==> src/rtl/mem_port_arbiter_pkg.sv <==
// Shared types for the data-side RAM port arbiter: requester IDs, lock FSM
// states and the default aging limit for the external master.
package mem_port_arbiter_pkg;

  localparam int MAX_WAIT_DEF = 8;

  typedef enum logic [1:0] {
    OWN_NONE = 2'd0,
    OWN_D    = 2'd1,
    OWN_I    = 2'd2,
    OWN_X    = 2'd3
  } owner_e;

  typedef enum logic {
    ST_ARB    = 1'b0,
    ST_LOCKED = 1'b1
  } arb_state_e;

  // Requester ID to {x, i, d} one-hot; OWN_NONE maps to all-zero.
  function automatic logic [2:0] owner_onehot(input owner_e o);
    logic [2:0] oh;
    oh = 3'b000;
    case (o)
      OWN_D:   oh = 3'b001;
      OWN_I:   oh = 3'b010;
      OWN_X:   oh = 3'b100;
      default: oh = 3'b000;
    endcase
    return oh;
  endfunction

endpackage

==> src/rtl/mem_port_arbiter_if.sv <==
// Requester and RAM-side signals of the port arbiter. The slave view belongs
// to the arbiter; the master view is the requesters plus the RAM.
interface mem_port_arbiter_if #(
  parameter int AW = 32,
  parameter int DW = 32
);
  localparam int BW = DW / 8;

  // Core load/store side
  logic          d_req;
  logic          d_lock;
  logic [AW-1:0] d_addr;
  logic [DW-1:0] d_wdata;
  logic [BW-1:0] d_we;
  logic          d_gnt;
  logic          d_rvalid;

  // Instruction side, read-only
  logic          i_req;
  logic [AW-1:0] i_addr;
  logic          i_gnt;
  logic          i_rvalid;

  // External loader / debug master
  logic          x_req;
  logic [AW-1:0] x_addr;
  logic [DW-1:0] x_wdata;
  logic [BW-1:0] x_we;
  logic          x_gnt;
  logic          x_rvalid;

  logic [DW-1:0] rdata;

  // RAM port
  logic          mem_ce;
  logic [AW-1:0] mem_addr;
  logic [DW-1:0] mem_wdata;
  logic [BW-1:0] mem_we;
  logic [DW-1:0] mem_rdata;

  modport slave (
    input  d_req, d_lock, d_addr, d_wdata, d_we,
    output d_gnt, d_rvalid,
    input  i_req, i_addr,
    output i_gnt, i_rvalid,
    input  x_req, x_addr, x_wdata, x_we,
    output x_gnt, x_rvalid,
    output rdata,
    output mem_ce, mem_addr, mem_wdata, mem_we,
    input  mem_rdata
  );

  modport master (
    output d_req, d_lock, d_addr, d_wdata, d_we,
    input  d_gnt, d_rvalid,
    output i_req, i_addr,
    input  i_gnt, i_rvalid,
    output x_req, x_addr, x_wdata, x_we,
    input  x_gnt, x_rvalid,
    input  rdata,
    input  mem_ce, mem_addr, mem_wdata, mem_we,
    output mem_rdata
  );

endinterface

==> src/rtl/mem_port_arbiter_age_cnt.sv <==
// Saturating count of consecutive cycles the external master was denied;
// force_x promotes X to top priority once the limit is reached.
module mem_port_arbiter_age_cnt #(
  parameter int MAX_WAIT = 8
) (
  input  logic clk,
  input  logic rst,
  input  logic x_req,
  input  logic x_gnt,
  output logic force_x
);

  localparam logic [7:0] MAX_V = 8'(MAX_WAIT);

  logic [7:0] wait_cnt;

  // NOTE: sequential state uses non-blocking assignments so every flop samples
  // the pre-edge values regardless of statement order.
  always_ff @(posedge clk or posedge rst) begin
    if (rst) begin
      wait_cnt <= '0;
    end else if (x_req && !x_gnt) begin
      if (wait_cnt != MAX_V) wait_cnt <= wait_cnt + 8'd1;
    end else begin
      wait_cnt <= '0;
    end
  end

  assign force_x = x_req && (wait_cnt == MAX_V);

endmodule

==> src/rtl/mem_port_arbiter.sv <==
// Single-cycle arbiter for the data-side RAM port: D > I > X with X aging,
// a one-cycle D lock for split accesses, and tagged one-cycle read return.
module mem_port_arbiter
  import mem_port_arbiter_pkg::*;
#(
  parameter int AW       = 32,
  parameter int DW       = 32,
  parameter int MAX_WAIT = MAX_WAIT_DEF
) (
  input logic               clk,
  input logic               rst,
  mem_port_arbiter_if.slave bus
);

  localparam int BW = DW / 8;

  arb_state_e    state_q;
  owner_e        owner_q;
  owner_e        sel;
  logic          force_x;
  logic          d_gnt;
  logic          i_gnt;
  logic          x_gnt;
  logic          is_read;
  logic          ce_mux;
  logic [AW-1:0] addr_mux;
  logic [DW-1:0] wdata_mux;
  logic [BW-1:0] we_mux;

  mem_port_arbiter_age_cnt #(
    .MAX_WAIT (MAX_WAIT)
  ) u_age_cnt (
    .clk     (clk),
    .rst     (rst),
    .x_req   (bus.x_req),
    .x_gnt   (x_gnt),
    .force_x (force_x)
  );

  // NOTE: every combinational output gets a default before any branch, so no
  // path leaves a value unassigned and no latch is inferred.
  always_comb begin
    sel = OWN_NONE;
    if (state_q == ST_LOCKED) begin
      // A lock idles the port rather than letting I or X slip in.
      if (bus.d_req) sel = OWN_D;
    end else if (force_x) begin
      sel = OWN_X;
    end else if (bus.d_req) begin
      sel = OWN_D;
    end else if (bus.i_req) begin
      sel = OWN_I;
    end else if (bus.x_req) begin
      sel = OWN_X;
    end
  end

  always_comb begin
    ce_mux    = 1'b0;
    addr_mux  = '0;
    wdata_mux = '0;
    we_mux    = '0;
    case (sel)
      OWN_D: begin
        ce_mux    = 1'b1;
        addr_mux  = bus.d_addr;
        wdata_mux = bus.d_wdata;
        we_mux    = bus.d_we;
      end
      OWN_I: begin
        ce_mux    = 1'b1;
        addr_mux  = bus.i_addr;
      end
      OWN_X: begin
        ce_mux    = 1'b1;
        addr_mux  = bus.x_addr;
        wdata_mux = bus.x_wdata;
        we_mux    = bus.x_we;
      end
      default: ;
    endcase
  end

  assign {x_gnt, i_gnt, d_gnt} = owner_onehot(sel);
  assign is_read               = ce_mux && (we_mux == '0);

  // NOTE: async reset clears the lock and the read owner at once, so a read in
  // flight when reset hits never produces an rvalid.
  always_ff @(posedge clk or posedge rst) begin
    if (rst) begin
      state_q <= ST_ARB;
      owner_q <= OWN_NONE;
    end else begin
      case (state_q)
        ST_ARB:    if (d_gnt && bus.d_lock) state_q <= ST_LOCKED;
        ST_LOCKED: if (!(d_gnt && bus.d_lock)) state_q <= ST_ARB;
        default:   state_q <= ST_ARB;
      endcase
      owner_q <= is_read ? sel : OWN_NONE;
    end
  end

  assign bus.d_gnt     = d_gnt;
  assign bus.i_gnt     = i_gnt;
  assign bus.x_gnt     = x_gnt;
  assign bus.mem_ce    = ce_mux;
  assign bus.mem_addr  = addr_mux;
  assign bus.mem_wdata = wdata_mux;
  assign bus.mem_we    = we_mux;

  // Read data comes straight from the RAM; owner_q tags whose it is.
  assign {bus.x_rvalid, bus.i_rvalid, bus.d_rvalid} = owner_onehot(owner_q);
  assign bus.rdata = bus.mem_rdata;

  a_gnt_onehot : assert property (@(posedge clk) disable iff (rst)
    $onehot0({x_gnt, i_gnt, d_gnt}));

  a_lock_holds : assert property (@(posedge clk) disable iff (rst)
    (state_q == ST_LOCKED) |-> !(i_gnt || x_gnt));

endmodule

==> src/flat_wrapper.sv <==
// flat-port wrapper written by rule: the top's interface ports become plain ports
module mem_port_arbiter_flat import mem_port_arbiter_pkg::*;
#(
  parameter int AW       = 32,
  parameter int DW       = 32,
  parameter int MAX_WAIT = MAX_WAIT_DEF
)
  (clk, rst, bus_d_req, bus_d_lock, bus_d_addr, bus_d_wdata, bus_d_we, bus_d_gnt, bus_d_rvalid, bus_i_req, bus_i_addr, bus_i_gnt, bus_i_rvalid, bus_x_req, bus_x_addr, bus_x_wdata, bus_x_we, bus_x_gnt, bus_x_rvalid, bus_rdata, bus_mem_ce, bus_mem_addr, bus_mem_wdata, bus_mem_we, bus_mem_rdata);
  mem_port_arbiter_if #(.AW(AW), .DW(DW)) bus_i ();
  input logic clk;
  input logic rst;
  input wire logic [$bits(bus_i.d_req)-1:0] bus_d_req;
  input wire logic [$bits(bus_i.d_lock)-1:0] bus_d_lock;
  input wire logic [$bits(bus_i.d_addr)-1:0] bus_d_addr;
  input wire logic [$bits(bus_i.d_wdata)-1:0] bus_d_wdata;
  input wire logic [$bits(bus_i.d_we)-1:0] bus_d_we;
  output wire logic [$bits(bus_i.d_gnt)-1:0] bus_d_gnt;
  output wire logic [$bits(bus_i.d_rvalid)-1:0] bus_d_rvalid;
  input wire logic [$bits(bus_i.i_req)-1:0] bus_i_req;
  input wire logic [$bits(bus_i.i_addr)-1:0] bus_i_addr;
  output wire logic [$bits(bus_i.i_gnt)-1:0] bus_i_gnt;
  output wire logic [$bits(bus_i.i_rvalid)-1:0] bus_i_rvalid;
  input wire logic [$bits(bus_i.x_req)-1:0] bus_x_req;
  input wire logic [$bits(bus_i.x_addr)-1:0] bus_x_addr;
  input wire logic [$bits(bus_i.x_wdata)-1:0] bus_x_wdata;
  input wire logic [$bits(bus_i.x_we)-1:0] bus_x_we;
  output wire logic [$bits(bus_i.x_gnt)-1:0] bus_x_gnt;
  output wire logic [$bits(bus_i.x_rvalid)-1:0] bus_x_rvalid;
  output wire logic [$bits(bus_i.rdata)-1:0] bus_rdata;
  output wire logic [$bits(bus_i.mem_ce)-1:0] bus_mem_ce;
  output wire logic [$bits(bus_i.mem_addr)-1:0] bus_mem_addr;
  output wire logic [$bits(bus_i.mem_wdata)-1:0] bus_mem_wdata;
  output wire logic [$bits(bus_i.mem_we)-1:0] bus_mem_we;
  input wire logic [$bits(bus_i.mem_rdata)-1:0] bus_mem_rdata;
  assign bus_i.d_req = bus_d_req;
  assign bus_i.d_lock = bus_d_lock;
  assign bus_i.d_addr = bus_d_addr;
  assign bus_i.d_wdata = bus_d_wdata;
  assign bus_i.d_we = bus_d_we;
  assign bus_d_gnt = bus_i.d_gnt;
  assign bus_d_rvalid = bus_i.d_rvalid;
  assign bus_i.i_req = bus_i_req;
  assign bus_i.i_addr = bus_i_addr;
  assign bus_i_gnt = bus_i.i_gnt;
  assign bus_i_rvalid = bus_i.i_rvalid;
  assign bus_i.x_req = bus_x_req;
  assign bus_i.x_addr = bus_x_addr;
  assign bus_i.x_wdata = bus_x_wdata;
  assign bus_i.x_we = bus_x_we;
  assign bus_x_gnt = bus_i.x_gnt;
  assign bus_x_rvalid = bus_i.x_rvalid;
  assign bus_rdata = bus_i.rdata;
  assign bus_mem_ce = bus_i.mem_ce;
  assign bus_mem_addr = bus_i.mem_addr;
  assign bus_mem_wdata = bus_i.mem_wdata;
  assign bus_mem_we = bus_i.mem_we;
  assign bus_i.mem_rdata = bus_mem_rdata;
  mem_port_arbiter #(.AW(AW), .DW(DW), .MAX_WAIT(MAX_WAIT)) u_core (.clk(clk), .rst(rst), .bus(bus_i));
endmodule
==> config.mk <==
export PLATFORM = sky130hd
export DESIGN_NAME = mem_port_arbiter_flat
export DESIGN_NICKNAME = d
export VERILOG_FILES = /design/src/rtl/mem_port_arbiter_pkg.sv /design/src/rtl/mem_port_arbiter_if.sv /design/src/rtl/mem_port_arbiter_age_cnt.sv /design/src/rtl/mem_port_arbiter.sv /design/src/flat_wrapper.sv
export SDC_FILE = /design/constraint.sdc
export NUM_CORES = 1
export LEC_CHECK = 0
export CORE_AREA = 2 2 120 122
export CTS_BUF_LIST = sky130_fd_sc_hd__clkbuf_2 sky130_fd_sc_hd__clkbuf_4 sky130_fd_sc_hd__clkbuf_8
export CTS_CLUSTER_DIAMETER = 200
export DETAILED_ROUTE_END_ITERATION = 12
export DIE_AREA = 0 0 122 124
export PLACE_DENSITY_LB_ADDON = 0.25
export REMOVE_ABC_BUFFERS = 1
export SLEW_MARGIN = 20
export SYNTH_ARGS = -nofsm -noshare
export SYNTH_HDL_FRONTEND = slang
export SYNTH_HIERARCHICAL = 1
export SYNTH_SLANG_ARGS = --single-unit
==> constraint.sdc <==
create_clock -name clk -period 2.5 [get_ports clk]
set_clock_uncertainty 0.15 [all_clocks]
set_input_delay 0.5 -clock clk [delete_from_list [all_inputs] [get_ports clk]]
set_output_delay 0.5 -clock clk [all_outputs]
set_load 0.03 [all_outputs]
### Word-level counts from Yosys, hierarchy flattened

Cells that the tools add are included.

| word-level totals | value |
|---|---|
| input port bits | 206 |
| logic and storage cells | 36 |
| flip-flop bits (word level) | 11 |
| output and inout bits | 107 |

| cells by class | value |
|---|---|
| reduce and logical (&&, ||, !) cells | 7 |
| muxes and demuxes | 16 |
| add/sub/neg operators | 1 |
| equal/unequal tests | 9 |

Operators by type and width:

| operator | number |
|---|---|
| $pmux 32 s3 | 1 |
| $pmux 32 s2 | 1 |
| $pmux 3 s3 | 2 |
| $mux 8 | 2 |
| $mux 2 | 6 |
| $add 8x1->8 const B | 1 |
| $eq 2x2->1 const B | 4 |
| $eq 8x4->1 const B | 1 |
| $ne 8x4->1 const B | 1 |
| $pmux 4 s2 | 1 |
| $eq 2x1->1 const B | 2 |
| $logic_and 1x1->1 | 4 |
| $logic_not 4->1 | 1 |
| $mux 1 | 3 |
| $reduce_or 3->1 | 1 |
| $ne 2x1->1 const B | 1 |
| $logic_not 1->1 | 1 |

### Logic depth before layout (Yosys ltp)

| depth | value |
|---|---|
| word-level depth | 10 |
| gate-level depth with buffers | 10 |
| gate-level depth less buffers | 9 |

### Cells and area by module

The synthesis kept the hierarchy.

By module, submodules not included:

| module | cells an instance | sequential area each (sq um) | times used | area an instance (sq um) |
|---|---|---|---|---|
| mem_port_arbiter | 279 | 75.1 | 1 | 1,569.0 |
| mem_port_arbiter_age_cnt | 48 | 200.2 | 1 | 445.4 |

### Worst setup path after synthesis

OpenSTA, ideal clock, no wires.

| timing path | value |
|---|---|
| kind | register to output |
| from | register u_core.u_age_cnt.wait_cnt[0] |
| to | output port bus_mem_wdata[11] |
| slack | -502 ps |
| arrival | 2,352 ps |
| cell stages (with the launch flop) | 10 |
| required time | 1,850 ps |
| cell sequence | dfrtp_1 -> inv_1 -> ha_1 -> nor4b_2 -> and3_1 -> nand2b_2 -> o31ai_2 -> clkbuf_1 -> nand2_1 -> a21oi_1 |

| on the way | value |
|---|---|
| word-level cells in the longest chain between the ends | 6 |
| elaborated cells on any way between the ends | 7 |
| classes of those cells | eq/ne (3); mux (3); reduce/logical (1) |

RTL lines:

| what | RTL line | text |
|---|---|---|
| start: declaration | mem_port_arbiter_age_cnt.sv:15 | `logic [7:0] wait_cnt;` |
| start signal: assignment | mem_port_arbiter_age_cnt.sv:23 | `if (wait_cnt != MAX_V) wait_cnt <= wait_cnt + 8'd1;` |
| $eq 8x4->1 * | mem_port_arbiter_age_cnt.sv:29 | `assign force_x = x_req && (wait_cnt == MAX_V);` |
| $logic_and 1x1->1 * | mem_port_arbiter_age_cnt.sv:29 |  |
| via u_core.force_x | mem_port_arbiter.sv:20 | `logic force_x;` |
| $mux 2 * | mem_port_arbiter.sv:47 | `end else if (force_x) begin` |
| $mux 2 * | mem_port_arbiter.sv:44 | `if (state_q == ST_LOCKED) begin` |
| $eq 2x2->1 / $eq 2x1->1 (equally long branches) | mem_port_arbiter.sv:63 | `case (sel)` |
| $pmux 32 s2 * | mem_port_arbiter.sv:63 |  |
| end: declaration | flat_wrapper.sv:32 | `output wire logic [$bits(bus_i.mem_wdata)-1:0] bus_mem_wdata;` |

The timed path passes the listed nets; every way through them passes the cells marked *.

### Worst setup path in the final report

| timing path | value |
|---|---|
| from | register u_core.u_age_cnt.wait_cnt[0] |
| to | output port bus_mem_wdata[1] |

The elaborated chain is that of the path after synthesis.

==> results.json <==
{
  "synth.area.top_cells": "nand2_1 (25%), a32oi_1 (14%), dfrtp_1 (14%)",
  "cts-root-buf": "clkbuf_8",
  "globalRoute.totalOverflow": 0,
  "syn_to_final_growth_pct": 177,
  "ir_drop_v": 0.000200,
  "grt_pass1_vias": 3469,
  "critPathSlowestCell": "dfrtp_1",
  "grt_setup_unrepaired": "true",
  "nNetsFinal": 796,
  "clk_pin_slew_ns": 0.06,
  "die_w_um": 122,
  "cts_tree": "built",
  "fin_cells": 768,
  "hold_class": "in -> async",
  "p_leak_uw": 0.00238,
  "cp_cell_sequence": "inv_2, ha_4, nor4b_4, and3_4, nand2b_4, buf_6, o31ai_4, buf_12, clkbuf_16, nand2_1, a21oi_1, buf_4",
  "io_pins": 313,
  "clk_path_buf_depth": 2,
  "dr_wl_met2_um": 6940,
  "drtIter0Drc": 145,
  "synth_common_cells": "nand2_1 (133), a21oi_1 (37), buf_4 (36), a32oi_1 (32), clkbuf_1 (12)",
  "routed.top_layer": "met5",
  "h-tree-depth": 1,
  "violations": "negative setup slack",
  "utilization": 0.406,
  "final.min_clock_period_ns": 2.94,
  "placed_area_um2": 4660,
  "wl_met1_um": 5580,
  "synth_edf_count": 0,
  "synth_area_um2": 2010,
  "synth_top_cell_by_area": "nand2_1",
  "async_flop_share": 1.00,
  "ys_types": 34,
  "dpl.cell_count": 740,
  "start_kind": "register",
  "cp.required_ns": 1.85,
  "coreArea_um2": 13700,
  "hold_viol_final": 0,
  "hold_buffers": 0,
  "numCtsBuffers": 3,
  "yosys.cell_count.top_type": "nand2_1",
  "drv_slew": 0,
  "synth_top_area_frac": 0.248,
  "grt_antenna_before_repair": 0,
  "critical_path.max_stage_delay_ns": 0.40,
  "hpwlAfterDp_um": 10900,
  "fmax_ghz": 0.340,
  "arrival_ns": 2.29,
  "finalCritPeriodShare": 1.17,
  "dieArea_um2": 15100,
  "drive_above_1_share": 0.366,
  "clock_sinks": 11,
  "wl_per_cell_um": 18.7,
  "grt_max_degree": 36,
  "gp_congestion": 0.804,
  "worst_pin_slew_ns": 0.372,
  "status": "finished, violations left",
  "detailroute.wirelength.met3_um": 1560,
  "start_util": 0.147,
  "fp.dieH_um": 124,
  "ant_nets": 0,
  "viasPerCell": 4.46,
  "ys_ff_latch": 11,
  "grt.total_usage": 0.164,
  "slew_headroom": 0.751,
  "routed_wl_um": 14300,
  "portBuffers": 248,
  "final_area_um2": 5570,
  "synthCells": 327,
  "synthFlopType": "dfrtp_1",
  "drt_first_pass_iters": 4,
  "cap_viol_max_count": 0,
  "pwr_density_cell_nw_per_um2": 296,
  "setup_slack_ns": -0.437,
  "critPathMaxFanout": 8,
  "synth_warnings": 6,
  "setup_viol": 70,
  "synth_area_per_cell_um2": 6.16,
  "grt_pass1_wl_um": 18800,
  "critical_path_class": "reg -> out",
  "clk_latency_ns": 0.24,
  "vias": 3426,
  "seq_area_frac_synth": 0.137,
  "drc": 0,
  "num_rows": 43,
  "cp-end-kind": "output pin"
}
==> power breakdown <==
group          switching (uW)  internal [uW]
logic                     607            666
registers                6.27            185
clock network            75.4            110
==> worst max-delay path, delay by kind of cell (launching register included) <==
kind	cells	cell delay [ns]
buf+inv	5	0.73
simple gates	4	0.59
flops	1	0.40
compound gates	2	0.19
fa+ha+maj	1	0.12
==> layout make-up <==
| type | instances | area (um2) |
|---|---|---|
| fill | 1412 | 8150 |
| timing repair buffer | 311 | 3230 |
| inverter | 5 | 18.8 |
| antenna | 1 | 2.50 |
| multi-input combinational | 256 | 1770 |
| clock buffer | 3 | 41.3 |
| tap | 180 | 225 |
| clock inverter | 1 | 5.00 |
| sequential | 11 | 275 |
==> final timing paths <==
kind	start	end	slack, ns	cells after the start
min	rst	u_core/state_q	0.34	2
max reg2reg	u_core/u_age_cnt/wait_cnt[0]	u_core/u_age_cnt/wait_cnt[0]	0.06	16
max	u_core/u_age_cnt/wait_cnt[0]	bus_mem_wdata[1]	-0.44	12
min reg2reg	u_core/u_age_cnt/wait_cnt[3]	u_core/u_age_cnt/wait_cnt[3]	0.49	3
max in group asynchronous	rst	u_core/u_age_cnt/wait_cnt[1]	1.51	2
min in group clk	u_core/u_age_cnt/wait_cnt[3]	u_core/u_age_cnt/wait_cnt[3]	0.49	3
==> layer usage <==
layer | up-vias | GRT usage
met4 | 2 | 0.0302
met5 | - | 0.0451
met2 | 186 | 0.269
li1 | 1639 | -
met1 | 1579 | 0.190
met3 | 20 | 0.0838
==> cell usage in the layout (no fill, tap or decap), types with 3 or more instances in the layout <==
cell type        instances
nand2_4                  6
dlygate4sd2_1            3
clkdlybuf4s50_1        173
nand2_1                117
a22o_1                   3
a21oi_2                 27
nand2_2                 11
dfrtp_1                 11
buf_6                   45
nand3_1                  5
clkbuf_8                 3
a32oi_1                 17
clkbuf_16                4
buf_12                  14
a21oi_1                  8
buf_8                    3
nor2_1                   3
inv_1                    3
a32oi_2                 14
buf_4                   68
nor2b_1                  4
==> per-stage QoR <==
stage	power (uW)	TNS [ns]	setup WS [ns]	hold slack [ns]
4_1_cts	1540	-24.74	-0.405	0.347
3_5_place_dp	1250	-24.68	-0.433	0.479
2_1_floorplan	630	-90.45	-1.43	0.104
6_report	1650	-26.85	-0.437	0.336
3_3_place_gp	1250	-23.55	-0.426	0.459
5_1_grt	1730	-33.68	-0.534	0.355
==> logic make-up (layout without fill, tap and decap cells) <==
kind of cell	Yosys count	count (layout)	synth area share
mux	2	2	0.00994
fa+ha+maj	2	2	0.0124
other cells	0	1	0
xor+xnor	2	2	0.00870
simple gates	166	166	0.355
buf+inv	60	320	0.183
compound gates	84	84	0.294
flops	11	11	0.137
==> what timing repair did <==
action / 4_1_cts / 5_1_grt
buffers inserted: 20 / 4
gates cloned: 1 / 4
pin swaps: 10 / 23
hold endpoints to repair: 0 / 0
gates resized for setup: 65 / 82
endpoints found under the setup margin: 71 / 75
==> flip-flops by register name (all words and copies together), names as in the netlist <==
register,cells
u_core/state_q,1
u_core/u_age_cnt/wait_cnt,8
u_core/owner_q,2
(Power assumes the default switching activity.)
